==> src/rtl/sram_ctr_ahb_pkg.sv <==
// Shared definitions for the SRAM controller: owner FSM encodings and
// arbitration defaults.
package sram_ctr_ahb_pkg;

    typedef enum logic [1:0] {
        IDLE = 2'b00,
        OWN0 = 2'b01,
        OWN1 = 2'b10
    } owner_e;

    localparam int unsigned MAX_WAIT_DEFAULT = 8;

endpackage

==> src/rtl/sram_port_arb_starve.sv <==
// Port-1 starvation tracker: counts consecutive denied cycles and flags
// starvation once the count reaches MAX_WAIT.
module sram_port_arb_starve
    import sram_ctr_ahb_pkg::*;
#(
    parameter int unsigned MAX_WAIT = MAX_WAIT_DEFAULT
) (
    input  logic hclk,
    input  logic hresetn,
    input  logic req1,
    input  logic gnt1,
    output logic starve
);

    localparam int unsigned CW = $clog2(MAX_WAIT + 1);
    localparam logic [CW-1:0] MAX_CNT = CW'(MAX_WAIT);

    logic [CW-1:0] wait_cnt;

    // NOTE: clocked state uses non-blocking assignments so every register
    // samples pre-edge values, independent of block ordering.
    always_ff @(posedge hclk or negedge hresetn) begin
        if (!hresetn) begin
            wait_cnt <= '0;
        end else if (!req1 || gnt1) begin
            wait_cnt <= '0;
        end else if (wait_cnt != MAX_CNT) begin
            wait_cnt <= wait_cnt + CW'(1);
        end
    end

    assign starve = (wait_cnt == MAX_CNT);

endmodule

==> src/rtl/sram_port_arb.sv <==
// Two-port arbiter in front of a single-port, 1-cycle-latency SRAM. Port 0
// normally wins and may lock across a burst; port 1 is force-granted when starved.
module sram_port_arb
    import sram_ctr_ahb_pkg::*;
#(
    parameter int unsigned AW       = 13,
    parameter int unsigned DW       = 32,
    parameter int unsigned MAX_WAIT = MAX_WAIT_DEFAULT
) (
    input  logic            hclk,
    input  logic            hresetn,
    input  logic            req0_i,
    input  logic            req1_i,
    input  logic            we0_i,
    input  logic            we1_i,
    input  logic [AW-1:0]   addr0_i,
    input  logic [AW-1:0]   addr1_i,
    input  logic [DW-1:0]   wdata0_i,
    input  logic [DW-1:0]   wdata1_i,
    input  logic [DW/8-1:0] wstrb0_i,
    input  logic [DW/8-1:0] wstrb1_i,
    input  logic            lock0_i,
    output logic            gnt0_o,
    output logic            gnt1_o,
    output logic            rvalid0_o,
    output logic            rvalid1_o,
    output logic [DW-1:0]   rdata_o,
    output logic            sram_cs_o,
    output logic            sram_we_o,
    output logic [AW-1:0]   sram_addr_o,
    output logic [DW-1:0]   sram_wdata_o,
    output logic [DW/8-1:0] sram_wstrb_o,
    input  logic [DW-1:0]   sram_rdata_i
);

    owner_e state;
    logic   starve;
    logic   lock_hold;

    sram_port_arb_starve #(
        .MAX_WAIT (MAX_WAIT)
    ) u_starve (
        .hclk    (hclk),
        .hresetn (hresetn),
        .req1    (req1_i),
        .gnt1    (gnt1_o),
        .starve  (starve)
    );

    // Port 0 keeps the SRAM through BUSY beats of a locked burst unless port 1 starves.
    assign lock_hold = (state == OWN0) && lock0_i;
    assign gnt1_o    = req1_i && (starve || (!req0_i && !lock_hold));
    assign gnt0_o    = req0_i && !gnt1_o;

    // NOTE: every output of this block gets a default first, so no path
    // leaves a signal unassigned and no latch is inferred.
    always_comb begin
        sram_cs_o    = 1'b0;
        sram_we_o    = 1'b0;
        sram_addr_o  = '0;
        sram_wdata_o = '0;
        sram_wstrb_o = '0;
        if (gnt0_o) begin
            sram_cs_o    = 1'b1;
            sram_we_o    = we0_i;
            sram_addr_o  = addr0_i;
            sram_wdata_o = wdata0_i;
            sram_wstrb_o = wstrb0_i;
        end else if (gnt1_o) begin
            sram_cs_o    = 1'b1;
            sram_we_o    = we1_i;
            sram_addr_o  = addr1_i;
            sram_wdata_o = wdata1_i;
            sram_wstrb_o = wstrb1_i;
        end
    end

    always_ff @(posedge hclk or negedge hresetn) begin
        if (!hresetn) begin
            state     <= IDLE;
            rvalid0_o <= 1'b0;
            rvalid1_o <= 1'b0;
        end else begin
            if (gnt0_o)         state <= OWN0;
            else if (gnt1_o)    state <= OWN1;
            else if (lock_hold) state <= OWN0;
            else                state <= IDLE;
            rvalid0_o <= gnt0_o && !we0_i;
            rvalid1_o <= gnt1_o && !we1_i;
        end
    end

    assign rdata_o = sram_rdata_i;

endmodule
==> config.mk <==
export PLATFORM = sky130hd
export DESIGN_NAME = sram_port_arb
export DESIGN_NICKNAME = d
export VERILOG_FILES = /design/src/rtl/sram_ctr_ahb_pkg.sv /design/src/rtl/sram_port_arb_starve.sv /design/src/rtl/sram_port_arb.sv
export SDC_FILE = /design/constraint.sdc
export NUM_CORES = 1
export LEC_CHECK = 0
export ABC_AREA = 1
export BUFFER_PORTS_ARGS = -buffer_cell sky130_fd_sc_hd__buf_4
export CORE_AREA = 2 2 86 88
export CTS_BUF_LIST = sky130_fd_sc_hd__clkbuf_2
export CTS_CLUSTER_DIAMETER = 60
export CTS_CLUSTER_SIZE = 25
export DETAILED_ROUTE_END_ITERATION = 10
export DIE_AREA = 0 0 88 90
export PLACE_DENSITY = 0.72
export SYNTH_ARGS = -nofsm -noshare
export SYNTH_HDL_FRONTEND = slang
export SYNTH_HIERARCHICAL = 1
export SYNTH_SLANG_ARGS = --single-unit
==> constraint.sdc <==
create_clock -name hclk -period 1.5 [get_ports hclk]
set_input_delay 0.225 -clock hclk [delete_from_list [all_inputs] [get_ports hclk]]
set_output_delay 0.225 -clock hclk [all_outputs]
set_load 0.01 [all_outputs]
==> results of run 1 <==
flip-flops by register name (all words and copies together), names as in the netlist:
signal and flops:
rvalid1_o 1, state 2, u_starve/wait_cnt 4, rvalid0_o 1
metrics by stage:
step / cell area, um^2 / worst slack [ps] / cells
3_5_place_dp: 2660 / -209 / 468
5_1_grt: 3010 / -560 / 487
2_1_floorplan: 1570 / -25.3 / 247
4_1_cts: 2860 / -425 / 484
6_report: 3010 / -467 / 487
3_3_place_gp: 2660 / -160 / 468
worst reg2reg max path: cells and delay by family (launching register included):
family | cells | cell delay [ps]
DFF | 1 | 370
and+or+nand+nor | 7 | 590
adders and majority gates | 1 | 170
buffers and inverters | 5 | 440
kinds of logic (layout without fill, tap and decap cells):
| kind of cell | count (synthesis) | after routing |
|---|---|---|
| AND/OR/NAND/NOR | 174 | 174 |
| buffers and inverters | 60 | 201 |
| flip-flops | 8 | 8 |
| adder cells (fa/ha/maj) | 2 | 2 |
| AO/OA/AOI/OAI | 2 | 2 |
| XOR/XNOR | 1 | 1 |
power groups by stage:
stage | clock (mW) | combinational [mW] | sequential, mW
final | 0.131 | 0.879 | 0.233
after CTS | 0.136 | 0.821 | 0.233
after detailed placement | 0 | 0.754 | 0.236
after global routing | 0.141 | 0.952 | 0.234
after global placement | 0 | 0.744 | 0.236
after floorplan | 0 | 0.410 | 0.239
per-layer routing:
layer | global-route usage (%) | vias to the layer above | wire [um]
met5 | 0 | - | 0
met4 | 5.64 | 0 | 189
met3 | 2.39 | 28 | 529
met2 | 25.1 | 116 | 3170
met1 | 15.7 | 931 | 2410
li1 | - | 1027 | -
cells in the final DEF (no fill, tap or decap), types with 8 or more instances in the layout:
cell / count
inv_1: 8
nand2_1: 39
nand3_1: 47
nand2_2: 67
dfrtp_1: 8
buf_6: 12
nand3_2: 10
buf_4: 166
worst paths after layout:
kind                                           start              endpoint  slack (ps)  depth (start not counted)
worst max-delay path            u_starve/wait_cnt[1]             sram_we_o        -470                         10
worst max register to register  u_starve/wait_cnt[1]  u_starve/wait_cnt[2]        -160                         13
worst min-delay path                           we1_i             rvalid1_o         130                          2
max in group asynchronous                    hresetn  u_starve/wait_cnt[2]        1020                          2
min in group asynchronous                    hresetn             rvalid1_o         330                          2
worst min register to register              state[1]              state[0]         550                          3
layout make-up:
| type | count | area [um^2] | area share (%) |
|---|---|---|---|
| Inverter | 12 | 47.5 | 1.58 |
| Tap cell | 99 | 124 | 4.11 |
| Multi-Input combinational cell | 179 | 1080 | 36.0 |
| Clock buffer | 3 | 15.0 | 0.498 |
| Sequential cell | 8 | 200 | 6.64 |
| Timing Repair Buffer | 186 | 1540 | 51.2 |
repair_timing:
action	CTS	global route
gates resized for setup	18	33
hold endpoints to repair	8	0
endpoints found under the setup margin	57	58
hold buffers	1	0
pin swaps	9	4
cloned	1	4
setup buffers	11	2
==> results.json, run 1 <==
{
  "outcome": "finished with violations",
  "violations": "negative setup slack",
  "max_stage_delay_ps": 400,
  "syn_nets": 386,
  "gp_congestion": 0.783,
  "worst_pin_slew_ps": 334,
  "yosysSeqAreaShare_pct": 14.5,
  "drt.antenna.violating_nets": 0,
  "crit_type": "register to primary output",
  "fmax_ghz": 0.508,
  "syn_avg_cell_area_um2": 5.60,
  "min_period_over_period_pct": 131,
  "report.final.hold_viol_count": 0,
  "synthCells": 247,
  "switching_share_pct": 37.4,
  "powerDensity_nw_per_um2": 413,
  "synth_warnings": 6,
  "clock_power_share_pct": 10.5,
  "cts_max_path_buffers": 2,
  "drt-pass1-iter-count": 4,
  "cts_made_buffers": 3,
  "cts_tree": "done",
  "grt_pass1_wl_um": 9110,
  "drt_iter0_drc": 36,
  "num_antenna_cells": 0,
  "area_delta_synth_final_pct": 118,
  "internal_power_mw": 0.778,
  "synth-edff-count": 0,
  "combPwrFrac_pct": 70.7,
  "arrival_ps": 1740,
  "synth_common_cells": "nand2_1, nand3_1, buf_4",
  "finalWorstSetupSlack_ps": -467,
  "finalNetCount": 529,
  "setup_viol_count_final": 57,
  "synth_top_area_share_pct": 30.1,
  "grt_usage_pct": 13.9,
  "die_y_um": 90,
  "rsz0062_at_grt": "yes",
  "via_per_inst": 4.32,
  "worstPathMaxFanout": 11,
  "layout-drive-gt1-share_pct": 71.9,
  "path_cells": "inv_2 > ha_4 > nand2_4 > nor2_4 > a21oi_4 > buf_6 > buf_12 > nand2_1 > nand2_2 > buf_4",
  "start_util_pct": 19.7,
  "power_switching_mw": 0.465,
  "final_util_pct": 42.9,
  "synth.area.top_cells": "nand2_1, nand3_1, buf_4",
  "num_rows": 31,
  "die_area_um2": 7920,
  "port_buffers": 159,
  "clock_sinks": 8,
  "whs_ps": 130,
  "route.detailed.wl_per_inst_um": 12.9,
  "drc": 0,
  "ys_ff_latch": 8,
  "setup_tns_ps": -23160,
  "synth_compound_area_share_pct": 1.72,
  "maxCapViolations": 0,
  "synth_top_area_cell": "nand2_1",
  "seqPwrFrac_pct": 18.7,
  "fin_crit_ps": 1970,
  "drv_slew": 0,
  "path_buf_inv": 4,
  "synthAdderAreaFrac_pct": 1.81,
  "slowest_stage": "dfrtp_1",
  "io_pins": 224,
  "drt-total-wl_um": 6290,
  "p_leak_nw": 1.65,
  "synth_top_family_by_area": "simple AND/OR/NAND/NOR gates",
  "worst_setup_path_start_kind": "register",
  "hold_path.class": "primary input to register",
  "p_total_mw": 1.24,
  "clk_latency_ps": 230,
  "ys_types": 15,
  "ir_drop_mv": 0.197,
  "n_fill_cell": 704,
  "synth_most_common_cell": "nand2_1",
  "slew_headroom_pct": 77.8,
  "die_w_um": 88,
  "grt_pass1_vias": 2049,
  "core_area_um2": 7020,
  "cp-end-kind": "primary output",
  "synth-xor-area-share_pct": 0.633,
  "root_buffer": "clkbuf_2",
  "ys.flop_type": "dfrtp_1",
  "crit_required_ps": 1270,
  "synth_mux_area_share_pct": 0,
  "h-tree-depth": 1,
  "antenna_found_initial": 0,
  "finClkSkew_ps": 14.8,
  "syn-cell-area_um2": 1380,
  "grt.overflow.total": 0,
  "grt_max_degree": 32,
  "synthSimpleGateAreaFrac_pct": 53.1,
  "cpLargestDelayFamily": "buffers and inverters",
  "vias": 2102,
  "dpl.hpwl_um": 4480,
  "async_reset_ff_share_pct": 100,
  "clkTransAtPathRegs_ps": 100
}
Note: power is estimated with default switching activity, not from simulation.
==> run 2, diff against run 1 <==
--- a/config.mk
+++ b/config.mk
@@ -7,8 +7,8 @@
 export LEC_CHECK = 0
 export ABC_AREA = 1
 export BUFFER_PORTS_ARGS = -buffer_cell sky130_fd_sc_hd__buf_4
+export CAP_MARGIN = 20
 export CORE_AREA = 2 2 86 88
-export CTS_BUF_LIST = sky130_fd_sc_hd__clkbuf_2
 export CTS_CLUSTER_DIAMETER = 60
 export CTS_CLUSTER_SIZE = 25
 export DETAILED_ROUTE_END_ITERATION = 10
==> run 2 against run 1 <==
The flow still finishes with violations (negative setup slack); combinational power grew 4.4%; clock power grew 110%; utilization grew 1.7 points; non-clock buffer count rose by 1; first-iteration DRC count decreased by 19%; global-route usage increased by 0.093 points; routed wire length is 5.0% higher; sequential power barely moved; count of clock-buffer cells in the layout unchanged; critical path depth up 1; largest cell class unchanged; highest routed layer unchanged.
==> results.json, run 2 (synthesized netlist as in run 1, its figures left out) <==
{
  "finalWorstSetupSlack_ps": -483,
  "area_delta_synth_final_pct": 127,
  "switching_share_pct": 34.8,
  "reg_top3": "u_starve/wait_cnt x4, state x2",
  "drt.antenna.violating_nets": 0,
  "crit_required_ps": 1270,
  "setup_viol_count_final": 58,
  "clk_latency_ps": 230,
  "drt_iter0_drc": 29,
  "slew_headroom_pct": 78.7,
  "largest_register_ffs": 4,
  "setup_tns_ps": -23920,
  "io_pins": 224,
  "grt_usage_pct": 14.0,
  "whs_ps": 142,
  "violations": "negative setup slack",
  "route.detailed.wl_per_inst_um": 13.5,
  "cts_tree": "done",
  "hold_path.class": "primary input to register",
  "report.final.hold_viol_count": 0,
  "die_w_um": 88,
  "port_buffers": 159,
  "start_util_pct": 19.7,
  "regMostFlops": "u_starve/wait_cnt",
  "finalNetCount": 530,
  "grt_pass1_vias": 2043,
  "mostFrequentLayoutCell": "buf_4",
  "via_per_inst": 4.40,
  "final_cell_mix": "buf_4, nand2_2, nand3_1",
  "grt_pass1_wl_um": 9110,
  "rsz0062_at_grt": "yes",
  "gp_congestion": 0.783,
  "finClkSkew_ps": 3.11,
  "grt.overflow.total": 0,
  "place_ws_ps": -209,
  "cts_made_buffers": 3,
  "internal_power_mw": 0.927,
  "min_period_over_period_pct": 132,
  "worst_setup_path_start_kind": "register",
  "h-tree-depth": 1,
  "grt_max_degree": 32,
  "seqPwrFrac_pct": 16.5,
  "fin_crit_ps": 1980,
  "num_rows": 31,
  "dp_cells": 468,
  "clock_sinks": 8,
  "core_area_um2": 7020,
  "clkTransAtPathRegs_ps": 40,
  "drt-total-wl_um": 6610,
  "die_area_um2": 7920,
  "ir_drop_mv": 0.234,
  "layout-drive-gt1-share_pct": 73.3,
  "num_antenna_cells": 0,
  "drv_slew": 0,
  "drt-pass1-iter-count": 4,
  "cts_max_path_buffers": 2,
  "antenna_found_initial": 0,
  "arrival_ps": 1760,
  "cp-end-kind": "primary output",
  "crit_type": "register to primary output",
  "root_buffer": "clkbuf_8",
  "combPwrFrac_pct": 64.5,
  "outcome": "finished with violations",
  "worst_pin_slew_ps": 319,
  "die_y_um": 90,
  "dpl.hpwl_um": 4480,
  "instances_no_fill": 488,
  "power_switching_mw": 0.496,
  "powerDensity_nw_per_um2": 454,
  "drc": 0,
  "clock_power_share_pct": 19.0,
  "fmax_ghz": 0.504,
  "maxCapViolations": 0,
  "p_leak_nw": 1.70,
  "worstPathMaxFanout": 5,
  "vias": 2149
}
-- run 2: cell count changes in the layout (fill, tap and decap cells not counted), moves of 3 or more --
| cell | delta |
|---|---|
| clkbuf_2 | -3 |
| buf_4 | -16 |
| nand2_1 | -8 |
| buf_6 | +16 |
| clkbuf_8 | +3 |
| nand2_2 | +7 |
-- run 2: layout make-up --
class | instances | area [um^2]
Fill cell | 694 | 3880
Clock buffer | 3 | 41.3
Tap cell | 99 | 124
Timing Repair Buffer | 187 | 1630
Multi-Input combinational cell | 179 | 1090
Inverter | 12 | 47.5
Sequential cell | 8 | 200
-- run 2: stage by stage --
stage	cell area [um^2]	power, mW	util (%)
after floorplan	1570	0.649	-
after global placement	2660	0.980	37.9
after detailed placement	2660	0.990	37.9
after CTS	2860	1.32	40.7
after global routing	3140	1.50	44.7
final	3140	1.42	44.7
-- run 2: layer usage --
| layer | part of all wire [%] | GRT usage [%] | up-vias |
|---|---|---|---|
| met5 | 0 | 0 | - |
| met4 | 2.6 | 5.00 | 0 |
| met3 | 9.0 | 2.30 | 26 |
| met2 | 54 | 26.4 | 118 |
| met1 | 35 | 15.2 | 974 |
| li1 | - | - | 1031 |
-- run 2: path summary, 6_finish.rpt --
check / from / to / slack (ps) / cells after the start
max: u_starve/wait_cnt[0] / sram_addr_o[12] / -480 / 11
min reg2reg: state[1] / state[0] / 540 / 3
max in group asynchronous: hresetn / u_starve/wait_cnt[2] / 1030 / 2
min: we1_i / rvalid1_o / 140 / 2
max reg2reg: u_starve/wait_cnt[0] / u_starve/wait_cnt[2] / -180 / 13
min in group asynchronous: hresetn / rvalid1_o / 340 / 2
-- run 2: repair_timing --
item / in CTS / in global routing
hold buffers: 1 / 0
gates resized for setup: 14 / 59
pin swaps: 0 / 17
cloned: 2 / 4
hold endpoints to repair: 8 / 0
endpoints found under the setup margin: 57 / 59
setup buffers: 7 / 5
-- run 2: critical path, stage by stage, from the launching register on --
cell,delay [ps]
dfrtp_1,360
inv_2,70
ha_4,170
nand2_4,60
nor2_4,40
buf_6,120
a21oi_4,150
buf_6,170
clkbuf_16,160
nand2_2,50
nand2_2,70
buf_6,100
-- run 2: power groups by stage --
stage	logic (mW)	registers, mW	clock network, mW
after floorplan	0.410	0.239	0
after global placement	0.744	0.236	0
after detailed placement	0.754	0.236	0
after CTS	0.817	0.234	0.272
after global routing	0.988	0.235	0.278
final	0.918	0.234	0.270
